File: src/rtl/exc_ctrl.sv
// exc_ctrl: precise-exception and interrupt controller at the memory stage.
// Picks one event from the M instruction (or a pending interrupt), writes it
// into CP0 with a held request/ready handshake, then issues a one-cycle
// flush + redirect and masks interrupts for a short settle window.

package exc_ctrl_pkg;

    typedef enum logic [1:0] {
        CP0_NONE  = 2'd0,
        CP0_EXC   = 2'd1,
        CP0_BADVA = 2'd2,
        CP0_ERET  = 2'd3
    } cp0_op_t;

    typedef struct packed {
        logic [31:0] epc;
        logic        cause_bd;
        logic [4:0]  cause_exccode;
        logic [31:0] badvaddr;
    } exc_info_t;

endpackage

// state  | meaning
// -------+-----------------------------------------------------------
// IDLE   | watching M for exceptions/ERET and pending interrupts
// WRITE  | cp0_wen held with latched wtype/exc_info until cp0_ready
// REDIR  | single cycle of flush + redirect_valid
// SETTLE | counter runs down; M flags and interrupts ignored
module exc_ctrl
    import exc_ctrl_pkg::*;
#(
    parameter logic [31:0] EXC_VECTOR    = 32'hBFC0_0380,
    parameter int unsigned SETTLE_CYCLES = 2
) (
    input  logic        clk,
    input  logic        resetn,
    input  logic        m_valid,
    input  logic [31:0] m_pc,
    input  logic        m_in_ds,
    input  logic        m_adel_if,
    input  logic        m_ri,
    input  logic        m_ov,
    input  logic        m_sys,
    input  logic        m_bp,
    input  logic        m_adel_ld,
    input  logic        m_ades_st,
    input  logic        m_eret,
    input  logic [31:0] m_badvaddr,
    input  logic [31:0] status,
    input  logic [31:0] cause,
    input  logic [31:0] epc,
    input  logic        cp0_ready,
    output logic        cp0_wen,
    output cp0_op_t     cp0_wtype,
    output exc_info_t   exc_info,
    output logic        m_stall,
    output logic        flush,
    output logic        redirect_valid,
    output logic [31:0] redirect_pc
);

    typedef enum logic [1:0] {
        ST_IDLE   = 2'd0,
        ST_WRITE  = 2'd1,
        ST_REDIR  = 2'd2,
        ST_SETTLE = 2'd3
    } state_t;

    localparam logic [7:0] LP_SETTLE = 8'(SETTLE_CYCLES);

    state_t      r_state;
    logic [7:0]  r_cnt;
    logic        r_wen;
    cp0_op_t     r_wtype;
    exc_info_t   r_info;
    logic        r_flush;
    logic        r_redir_valid;
    logic        r_is_eret;

    logic        w_int_req;
    logic        w_hit;
    cp0_op_t     w_wtype;
    logic [4:0]  w_code;
    logic [31:0] w_badva;
    logic [31:0] w_epc;
    logic        w_event;
    logic        w_unused;

    // Interrupts are only sampled once the settle window has fully expired,
    // so stale status/cause from before the redirect cannot retrigger.
    assign w_int_req = status[0] & ~status[1]
                     & (|(status[15:8] & cause[15:8]))
                     & (r_cnt == 8'd0);

    // An interrupted instruction does not retire, so EPC names it directly;
    // a delay-slot instruction reports its branch instead.
    assign w_epc = m_in_ds ? (m_pc - 32'd4) : m_pc;

    // Fixed-priority pick of the single event reported for the M instruction.
    always_comb begin
        w_hit   = 1'b0;
        w_wtype = CP0_NONE;
        w_code  = 5'd0;
        w_badva = 32'd0;
        if (m_valid) begin
            if (w_int_req) begin
                w_hit   = 1'b1;
                w_wtype = CP0_EXC;
                w_code  = 5'd0;
            end else if (m_adel_if) begin
                w_hit   = 1'b1;
                w_wtype = CP0_BADVA;
                w_code  = 5'd4;
                w_badva = m_pc;
            end else if (m_ri) begin
                w_hit   = 1'b1;
                w_wtype = CP0_EXC;
                w_code  = 5'd10;
            end else if (m_ov) begin
                w_hit   = 1'b1;
                w_wtype = CP0_EXC;
                w_code  = 5'd12;
            end else if (m_sys) begin
                w_hit   = 1'b1;
                w_wtype = CP0_EXC;
                w_code  = 5'd8;
            end else if (m_bp) begin
                w_hit   = 1'b1;
                w_wtype = CP0_EXC;
                w_code  = 5'd9;
            end else if (m_adel_ld) begin
                w_hit   = 1'b1;
                w_wtype = CP0_BADVA;
                w_code  = 5'd4;
                w_badva = m_badvaddr;
            end else if (m_ades_st) begin
                w_hit   = 1'b1;
                w_wtype = CP0_BADVA;
                w_code  = 5'd5;
                w_badva = m_badvaddr;
            end else if (m_eret) begin
                w_hit   = 1'b1;
                w_wtype = CP0_ERET;
                w_code  = 5'd0;
            end
        end
    end

    // Gated by resetn so the stall drops together with the async reset.
    assign w_event = resetn & (r_state == ST_IDLE) & w_hit;

    // Main sequencer: latch the event, hold the CP0 request, pulse the
    // redirect, then run the settle counter down.
    always_ff @(posedge clk or negedge resetn) begin
        if (!resetn) begin
            r_state       <= ST_IDLE;
            r_cnt         <= 8'd0;
            r_wen         <= 1'b0;
            r_wtype       <= CP0_NONE;
            r_info        <= '0;
            r_flush       <= 1'b0;
            r_redir_valid <= 1'b0;
            r_is_eret     <= 1'b0;
        end else begin
            r_flush       <= 1'b0;
            r_redir_valid <= 1'b0;
            case (r_state)
                ST_IDLE: begin
                    if (w_event) begin
                        r_state   <= ST_WRITE;
                        r_wen     <= 1'b1;
                        r_wtype   <= w_wtype;
                        r_info    <= '{epc:           w_epc,
                                       cause_bd:      m_in_ds,
                                       cause_exccode: w_code,
                                       badvaddr:      w_badva};
                        r_is_eret <= (w_wtype == CP0_ERET);
                    end
                end
                ST_WRITE: begin
                    if (cp0_ready) begin
                        r_state       <= ST_REDIR;
                        r_wen         <= 1'b0;
                        r_wtype       <= CP0_NONE;
                        r_flush       <= 1'b1;
                        r_redir_valid <= 1'b1;
                    end
                end
                ST_REDIR: begin
                    r_state <= ST_SETTLE;
                    r_cnt   <= LP_SETTLE;
                end
                ST_SETTLE: begin
                    if (r_cnt <= 8'd1) begin
                        r_state <= ST_IDLE;
                        r_cnt   <= 8'd0;
                    end else begin
                        r_cnt <= r_cnt - 8'd1;
                    end
                end
                default: begin
                    r_state <= ST_IDLE;
                    r_cnt   <= 8'd0;
                end
            endcase
        end
    end

    // ERET returns to the EPC that CP0 presents during the redirect cycle,
    // so that target is taken live rather than latched earlier.
    assign redirect_pc = r_redir_valid ? (r_is_eret ? epc : EXC_VECTOR) : 32'd0;

    assign cp0_wen        = r_wen;
    assign cp0_wtype      = r_wtype;
    assign exc_info       = r_info;
    assign flush          = r_flush;
    assign redirect_valid = r_redir_valid;
    assign m_stall        = resetn & ((r_state != ST_IDLE) | w_event);

    assign w_unused = ^{status[31:16], status[7:2], cause[31:16], cause[7:0]};

endmodule

File: config.mk
export PLATFORM = sky130hd
export DESIGN_NAME = exc_ctrl
export DESIGN_NICKNAME = d
export VERILOG_FILES = /design/src/rtl/exc_ctrl.sv
export SDC_FILE = /design/constraint.sdc
export NUM_CORES = 1
export LEC_CHECK = 0
export CAP_MARGIN = 15
export CORE_AREA = 2 2 108 110
export DETAILED_ROUTE_END_ITERATION = 10
export DIE_AREA = 0 0 110 112
export DONT_BUFFER_PORTS = 1
export GPL_TIMING_DRIVEN = 1
export SYNTH_ARGS = -nofsm -noshare
export SYNTH_HDL_FRONTEND = slang
export SYNTH_SLANG_ARGS = --single-unit
File: constraint.sdc
create_clock -name clk -period 2.1 [get_ports clk]
set_input_delay 0.105 -clock clk [delete_from_list [all_inputs] [get_ports clk]]
set_output_delay 0.105 -clock clk [all_outputs]
set_load 0.01 [all_outputs]
==> summary.log, run 1 <==
[power_and_ir_drop] power density relative to cell area 1140 nW/um2
[synthesis] net count after synthesis 652
[place] dpl cells 605
[clock_tree] clock network latency to the later pin of the worst-skew pair 0.34 ns
[worst_setup_path] Worst Path Required 2.00 ns
[sta] max-slew violation count 0
[power_and_ir_drop] IR drop worst, VDD 0.000627 V
[power_and_ir_drop] Seq pwr share 0.462
[route] number of vias per cell after detailed routing 6.00
[worst_hold_path] Hold Path Origin m_adel_if
[flow_run] max-cap check violation count 0
[place] post-detailed-placement half-perimeter wirelength 10.2 mm
[grt] via count of the first global-routing pass 4321
[clock_tree] H-tree Lvls 3
[power_and_ir_drop] internal portion of total power 4.45 mW
[floorplanning] die outline width 110 um
[worst_setup_path] kind of start point of the critical path flip-flop
[final_layout] share of post-route cells with drive strength above 1 0.144
[sta] Max Fclk 468 MHz
[grt] first-pass GRT wire length 24.0 mm
[synthesis] mux contribution to synthesized area 0.0537
[synthesis] fraction of the mapped netlist area in compound gates 0.209
[worst_setup_path] count of buffer and inverter cells on the critical path 1
[synthesis] synthesized instance count 472
[synthesis] count of warnings emitted by yosys 0
[floorplanning] Initial Util 0.425
[synthesis] count of unique library cells instantiated by Yosys 56
[final_layout] commonest non-fill, non-tap cells in the layout dfrtp_1, dlygate4sd3_1, a22oi_1, o2bb2ai_1, inv_1
[place] RD Place Congestion 0.808
[grt] initial antenna violation count 0
[sta] RSZ-0062 raised after global routing yes
[route] antenna-violating nets left 0
[grt] aggregate global-route resource usage 0.259
[synthesis] mapped cell area 4750 um2
[floorplanning] Die ar. 12300 um2
[route] initial DRC count 251
[sta] transition time of the tightest slew-check pin 0.704 ns
[power_and_ir_drop] power spent charging and discharging nets 2.67 mW
[floorplanning] vertical die dimension 112 um
[final_layout] most common cell after layout, fill and taps aside dfrtp_1
[worst_setup_path] sequence of cells on the critical path or3_4, nor3b_4, nand4_4, and2_4, a21boi_2, buf_4
[power_and_ir_drop] Combinational Power Share 0.317
[clock_tree] Num CTS Buffers 9
[place] cell area after placement 4970 um2
[clock_tree] Clock Pin Slew Worst Setup and Hold Paths 0.06 ns
[worst_setup_path] critical-path cell with the highest stage delay or3_4
[floorplanning] IO Pins 281
[route] DRC errors left 0
[place] post-placement worst setup slack -0.0738 ns
[sta] crit share post-route 1.02
[sta] Worst Skew 0.00636 ns
[clock_tree] clock sink count 84
[route] vias post-DR 4263
[route] TritonRoute pass-1 iters 5
[run_status] violated checks negative setup slack
[grt] largest net degree at the start of global routing 85
[synthesis] main combinational cell family by area after synthesis compound AO/OA/AOI/OAI gates
[grt] total global routing overflow 0
[run_status] status complete, but fails checks
[final_layout] area growth from synthesis to layout 31.6%
[sta] worst slew margin relative to its limit 0.531
[worst_setup_path] endpoint arrival time on the critical path 2.03 ns
[sta] post-layout worst setup margin -0.0356 ns
[clock_tree] TritonCTS clock tree done
[final_layout] core occupancy in the finished layout 0.560
[synthesis] portion of the post-synthesis area used by sequential elements 0.442
[sta] min Tclk post-route 2.14 ns
[sta] final setup fails 2
[final_layout] number of diodes 0
[power_and_ir_drop] switching part of the total 0.375
[power_and_ir_drop] clock network fraction of design power 0.221
[worst_setup_path] Critical Path Fanout Max 5
[route] post-DR wirelength/cell 22.6 um
[synthesis] Post-Synthesis Mean Instance Area 10.1 um2
[final_layout] final cell count without fillers 711
[synthesis] top post-synthesis cells by area dfrtp_1, o2bb2ai_1, a22oi_1
[power_and_ir_drop] LEAKAGE 2.64 nW
[synthesis] share of flip-flops with an asynchronous set or reset 1.00
[floorplanning] number of placement rows 39
[synthesis] count of flip-flops with a built-in enable after synthesis 0
[worst_setup_path] capturing element type of the critical path output port
[worst_setup_path] start-to-end type of the worst setup path reg2out
[worst_setup_path] maximum cell stage delay along the critical path 0.44 ns
[floorplanning] core box area 11200 um2
[synthesis] cell accounting for the most synthesized area dfrtp_1
[route] Final Routed Wirelength 16.1 mm
[synthesis] most instantiated flip-flop cell in the synthesis netlist dfrtp_1
[place] PortBufs 0
[worst_setup_path] family with the most delay on the worst path simple AND/OR/NAND/NOR gates
[clock_tree] Root Buffer Master clkbuf_16
[synthesis] Simple-Gate Fraction of Synth Area 0.165
[synthesis] number of synthesized register bits 84
[worst_setup_path] origin of the critical flop-to-flop path r_cnt[2]
[synthesis] adder and majority cell fraction of the synthesized area 0.0184
[worst_hold_path] worst min-delay path class in2reg
[synthesis] xor/xnor share of the synthesized area 0.0553
[final_layout] Final #Nets 744
[final_layout] final std cell area, no fill 6260 um2
[sta] number of hold-slack violations in the final timing report 0
[clock_tree] maximum clock insertion buffer count 2
[worst_setup_path] launch point of the worst path r_cnt[2]
[synthesis] post-synth top area share 0.442
## synthesized netlist by cell type (3+ instances only)
| library cell | instances |
|---|---|
| a21boi_0 | 13 |
| a21oi_1 | 5 |
| a22oi_1 | 36 |
| a31oi_1 | 3 |
| and3_1 | 21 |
| buf_2 | 6 |
| buf_6 | 3 |
| clkbuf_1 | 21 |
| dfrtp_1 | 84 |
| ha_1 | 7 |
| inv_1 | 26 |
| mux2_2 | 4 |
| mux2_4 | 14 |
| nand2_1 | 12 |
| nand2b_1 | 5 |
| nand3_1 | 23 |
| nand4_1 | 4 |
| nor2_1 | 21 |
| nor3_1 | 16 |
| nor4_1 | 9 |
| o21ai_0 | 25 |
| o21ai_1 | 5 |
| o21bai_1 | 3 |
| o2bb2ai_1 | 31 |
| o31ai_1 | 4 |
| or3_1 | 3 |
| or4_1 | 4 |
| xnor2_1 | 24 |
| xor2_1 | 6 |
## power by group through the flow
stage	Combinational, mW	Clock [mW]	Sequential, mW
2_1_floorplan	1.60	0	3.03
3_3_place_gp	1.87	0	3.29
3_5_place_dp	1.94	0	3.29
4_1_cts	2.17	1.61	3.29
5_1_grt	2.48	1.66	3.40
6_report	2.26	1.57	3.29
## timing repair
action,in CTS,in global routing
resized for setup,3,17
endpoints found under the setup margin,29,59
cloned,2,2
hold buffers,84,0
pin swaps,5,4
buffers inserted,2,1
hold endpoints to repair,136,0
## cell families (layout without fill, tap and decap cells)
logic type,after synthesis,in the layout
DFF,84,84
AOI/OAI and AO/OA,137,137
adders and majority gates,7,7
xor gates and xnor gates,30,30
other,1,1
muxes,18,18
and+or+nand+nor,135,139
buffers and inverters,60,152
## path summary, 6_finish.rpt
path,to,slack [ns],cells past startpoint
setup / recovery,m_stall,-0.04,6
max in group asynchronous,exc_info[33],1.41,2
setup reg to reg,r_state[1],-0.02,5
hold reg to reg,r_cnt[4],0.53,2
hold / removal,exc_info[33],0.009,2
min in group asynchronous,exc_info[63],0.31,2
## sequential cells by signal, summed over array words and instances (netlist names)
register        count
r_is_eret           1
r_state             2
exc_info           69
cp0_wtype           2
r_cnt               8
cp0_wen             1
redirect_valid      1
## metal layers
layer	wire [um]	GRT usage	vias to the layer above	part of all wire
met5	0	0	-	0
met4	320	0.0962	0	0.020
met3	1410	0.0615	22	0.088
met2	8140	0.445	229	0.51
met1	6210	0.311	2069	0.39
li1	-	-	1943	-
## metrics by stage
| step | total power [mW] | setup TNS [ns] | hold WS [ns] |
|---|---|---|---|
| floorplan | 4.63 | 0 | -0.191 |
| global placement | 5.15 | -0.0356 | -0.189 |
| detailed placement | 5.24 | -0.568 | -0.189 |
| CTS | 7.06 | -1.31 | 0.00518 |
| global route | 7.55 | -0.517 | 0.0116 |
| finish | 7.12 | -0.0594 | 0.00873 |
## area by class of cell
type                            count  area (um2)
Fill cell                         974        4920
Multi-Input combinational cell    332        2490
Sequential cell                    84        2100
Timing Repair Buffer              111        1110
Clock buffer                       11         233
Tap cell                          143         179
Inverter                           26        97.6
Clock inverter                      4        51.3
Note: power is estimated with default switching activity, not from simulation.
==> run 2, diff against run 1 <==
- clock period: 2.1 -> 1.76 ns (I/O delays scaled with it)
==> summary.log, run 2 (synthesis gave the netlist of run 1 again) <==
[worst_setup_path] number of cells on the worst reg-to-reg path 8 [+3]
[grt] via count of the first global-routing pass 4527 [+4.8%]
[sta] transition time of the tightest slew-check pin 0.530 ns [-0.174 ns]
[sta] Worst Skew 0.0124 ns [+0.00608 ns]
[route] initial DRC count 283 [+13%]
[sta] sum of negative setup slack -15.57 ns [-15.51 ns]
[clock_tree] TritonCTS clock tree done
[sta] Max Fclk 493 MHz
[route] Final Routed Wirelength 16.3 mm [+1.6%]
[place] dpl cells 631 [+4.3%]
[clock_tree] Num CTS Buffers 9 [unchanged]
[floorplanning] core box area 11200 um2 [unchanged]
[worst_setup_path] endpoint arrival time on the critical path 2.24 ns [+0.21 ns]
[clock_tree] clock sink count 84 [unchanged]
[worst_setup_path] origin of the critical flop-to-flop path r_cnt[3]
[worst_setup_path] FF-to-FF End exc_info[7]
[floorplanning] vertical die dimension 112 um [unchanged]
[floorplanning] Die ar. 12300 um2 [unchanged]
[floorplanning] die outline width 110 um [unchanged]
[sta] worst slew margin relative to its limit 0.645 [+0.115]
[worst_setup_path] capturing element type of the critical path flip-flop
[worst_setup_path] kind of start point of the critical path flip-flop
[grt] largest net degree at the start of global routing 88 [+3.5%]
[sta] RSZ-0062 raised after global routing yes
[place] PortBufs 0 [unchanged]
[final_layout] final std cell area, no fill 6650 um2 [+6.3%]
[sta] crit share post-route 1.15
[clock_tree] H-tree Lvls 3 [unchanged]
[clock_tree] Root Buffer Master clkbuf_16
[place] RD Place Congestion 0.830 [+2.7%]
[sta] Worst Hold Slack -0.553 ns [-0.562 ns]
[final_layout] commonest non-fill, non-tap cells in the layout dlygate4sd3_1, dfrtp_1, buf_4, a22oi_1, o2bb2ai_1
[grt] aggregate global-route resource usage 0.266 [+0.00670]
[final_layout] Final #Nets 779 [+4.7%]
[sta] number of hold-slack violations in the final timing report 84 [+84]
[route] post-DR wirelength/cell 21.9 um [-3.3%]
[worst_setup_path] Worst Path Required 1.97 ns [-0.03 ns]
[power_and_ir_drop] LEAKAGE 2.86 nW [+8.4%]
[clock_tree] clock network latency to the later pin of the worst-skew pair 0.34 ns [about the same]
[worst_setup_path] reg-to-reg slack, setup -0.27 ns [-0.25 ns]
[sta] final setup fails 76 [+74]
[grt] total global routing overflow 0 [unchanged]
[route] vias post-DR 4434 [+4.0%]
[final_layout] final cell count without fillers 747 [+5.1%]
[route] number of vias per cell after detailed routing 5.94 [-1.0%]
[floorplanning] Initial Util 0.425 [unchanged]
[power_and_ir_drop] IR drop worst, VDD 0.000716 V [+14%]
[run_status] violated checks negative hold slack, negative setup slack
[worst_setup_path] start-to-end type of the worst setup path reg2reg
[final_layout] number of flip-flops under the largest register name 69 [unchanged]
[grt] initial antenna violation count 0 [unchanged]
[final_layout] share of post-route cells with drive strength above 1 0.217 [+0.0725]
[route] antenna-violating nets left 0 [unchanged]
[clock_tree] hold_buf cts 87 [+3.6%]
[power_and_ir_drop] power density relative to cell area 1380 nW/um2 [+21%]
[route] DRC errors left 0 [unchanged]
[final_layout] most common cell after layout, fill and taps aside dlygate4sd3_1
[sta] min Tclk post-route 2.03 ns
[place] post-detailed-placement half-perimeter wirelength 10.4 mm [+2.1%]
[grt] first-pass GRT wire length 25.0 mm [+4.4%]
[run_status] status complete, but fails checks
[sta] post-layout worst setup margin -0.267 ns [-0.232 ns]
[clock_tree] Clock Pin Slew Worst Setup and Hold Paths 0.07 ns [about the same]
[route] TritonRoute pass-1 iters 5 [unchanged]
[sta] max-slew violation count 0 [unchanged]
[floorplanning] IO Pins 281 [unchanged]
[worst_hold_path] worst min-delay path class in2async
[floorplanning] number of placement rows 39 [unchanged]
[final_layout] core occupancy in the finished layout 0.595 [+0.0354]
[flow_run] max-cap check violation count 0 [unchanged]
[final_layout] area growth from synthesis to layout 39.9%
[clock_tree] maximum clock insertion buffer count 2 [unchanged]
[place] cell area after placement 5190 um2 [+4.3%]
[worst_setup_path] Critical Path Fanout Max 4 [-1]
[final_layout] number of diodes 0 [unchanged]
run 2: cell types whose count changed in the layout (fill, tap and decap cells not counted), sizes merged, moves of 2 or more:
cell	change
buf	+34
dlygate4sd3	+4
and2	-3
clkbuf	-2
inv	+2
run 2: worst max path at each step:
stage | from | to | slack (ns) | cells after the start
after global placement | r_cnt[4] | r_state[1] | -0.25 | 5
after CTS | r_cnt[3] | m_stall | -0.29 | 6
final | r_cnt[3] | exc_info[7] | -0.27 | 8
after global routing | r_cnt[4] | m_stall | -0.33 | 6
after detailed placement | r_state[0] | exc_info[63] | -0.29 | 6
after floorplan | r_cnt[4] | exc_info[38] | -0.28 | 7
run 2: final cells by class:
cell class	instances	area, um2
inverter	26	97.6
multi-input combinational	329	2530
clock buffer	9	225
timing repair buffer	149	1420
sequential	84	2100
fill	908	4520
clock inverter	7	98.8
tap	143	179
run 2: stage by stage:
step | hold WS, ns | power [mW] | worst slack [ns]
after global routing | -0.573 | 9.73 | -0.332
after global placement | -0.206 | 6.44 | -0.248
final | -0.553 | 9.16 | -0.267
after floorplan | -0.208 | 5.58 | -0.283
after CTS | -0.568 | 9.05 | -0.286
after detailed placement | -0.206 | 6.56 | -0.292
run 2: per-layer routing:
| layer | part of all wire | GRT usage | vias up | wire [um] |
|---|---|---|---|---|
| li1 | - | - | 2006 | - |
| met1 | 0.39 | 0.321 | 2169 | 6320 |
| met2 | 0.51 | 0.459 | 240 | 8390 |
| met3 | 0.087 | 0.0779 | 19 | 1420 |
| met4 | 0.013 | 0.0658 | 0 | 207 |
| met5 | 0 | 0 | - | 0 |
run 2: power breakdown:
group / total [mW] / internal (mW) / switching [mW]
clock: 2.07 / 1.26 / 0.818
combinational: 3.21 / 1.80 / 1.41
sequential: 3.87 / 2.77 / 1.10
total: 9.16 / 5.83 / 3.33
run 2: what timing repair did:
| action | CTS | global route |
|---|---|---|
| cloned | 1 | 0 |
| setup buffers | 11 | 1 |
| gates resized for setup | 23 | 17 |
| setup endpoints to repair | 79 | 105 |
| endpoints found under the hold margin | 140 | 84 |
| pin swaps | 7 | 5 |
run 2: worst max-delay path: stages (launching register included):
cell       delay [ns]
dfrtp_1          0.37
or3_4            0.42
nor3b_4          0.27
nand4_4          0.12
buf_4            0.16
and2_4           0.16
buf_12           0.14
buf_4            0.15
o2bb2ai_1        0.13
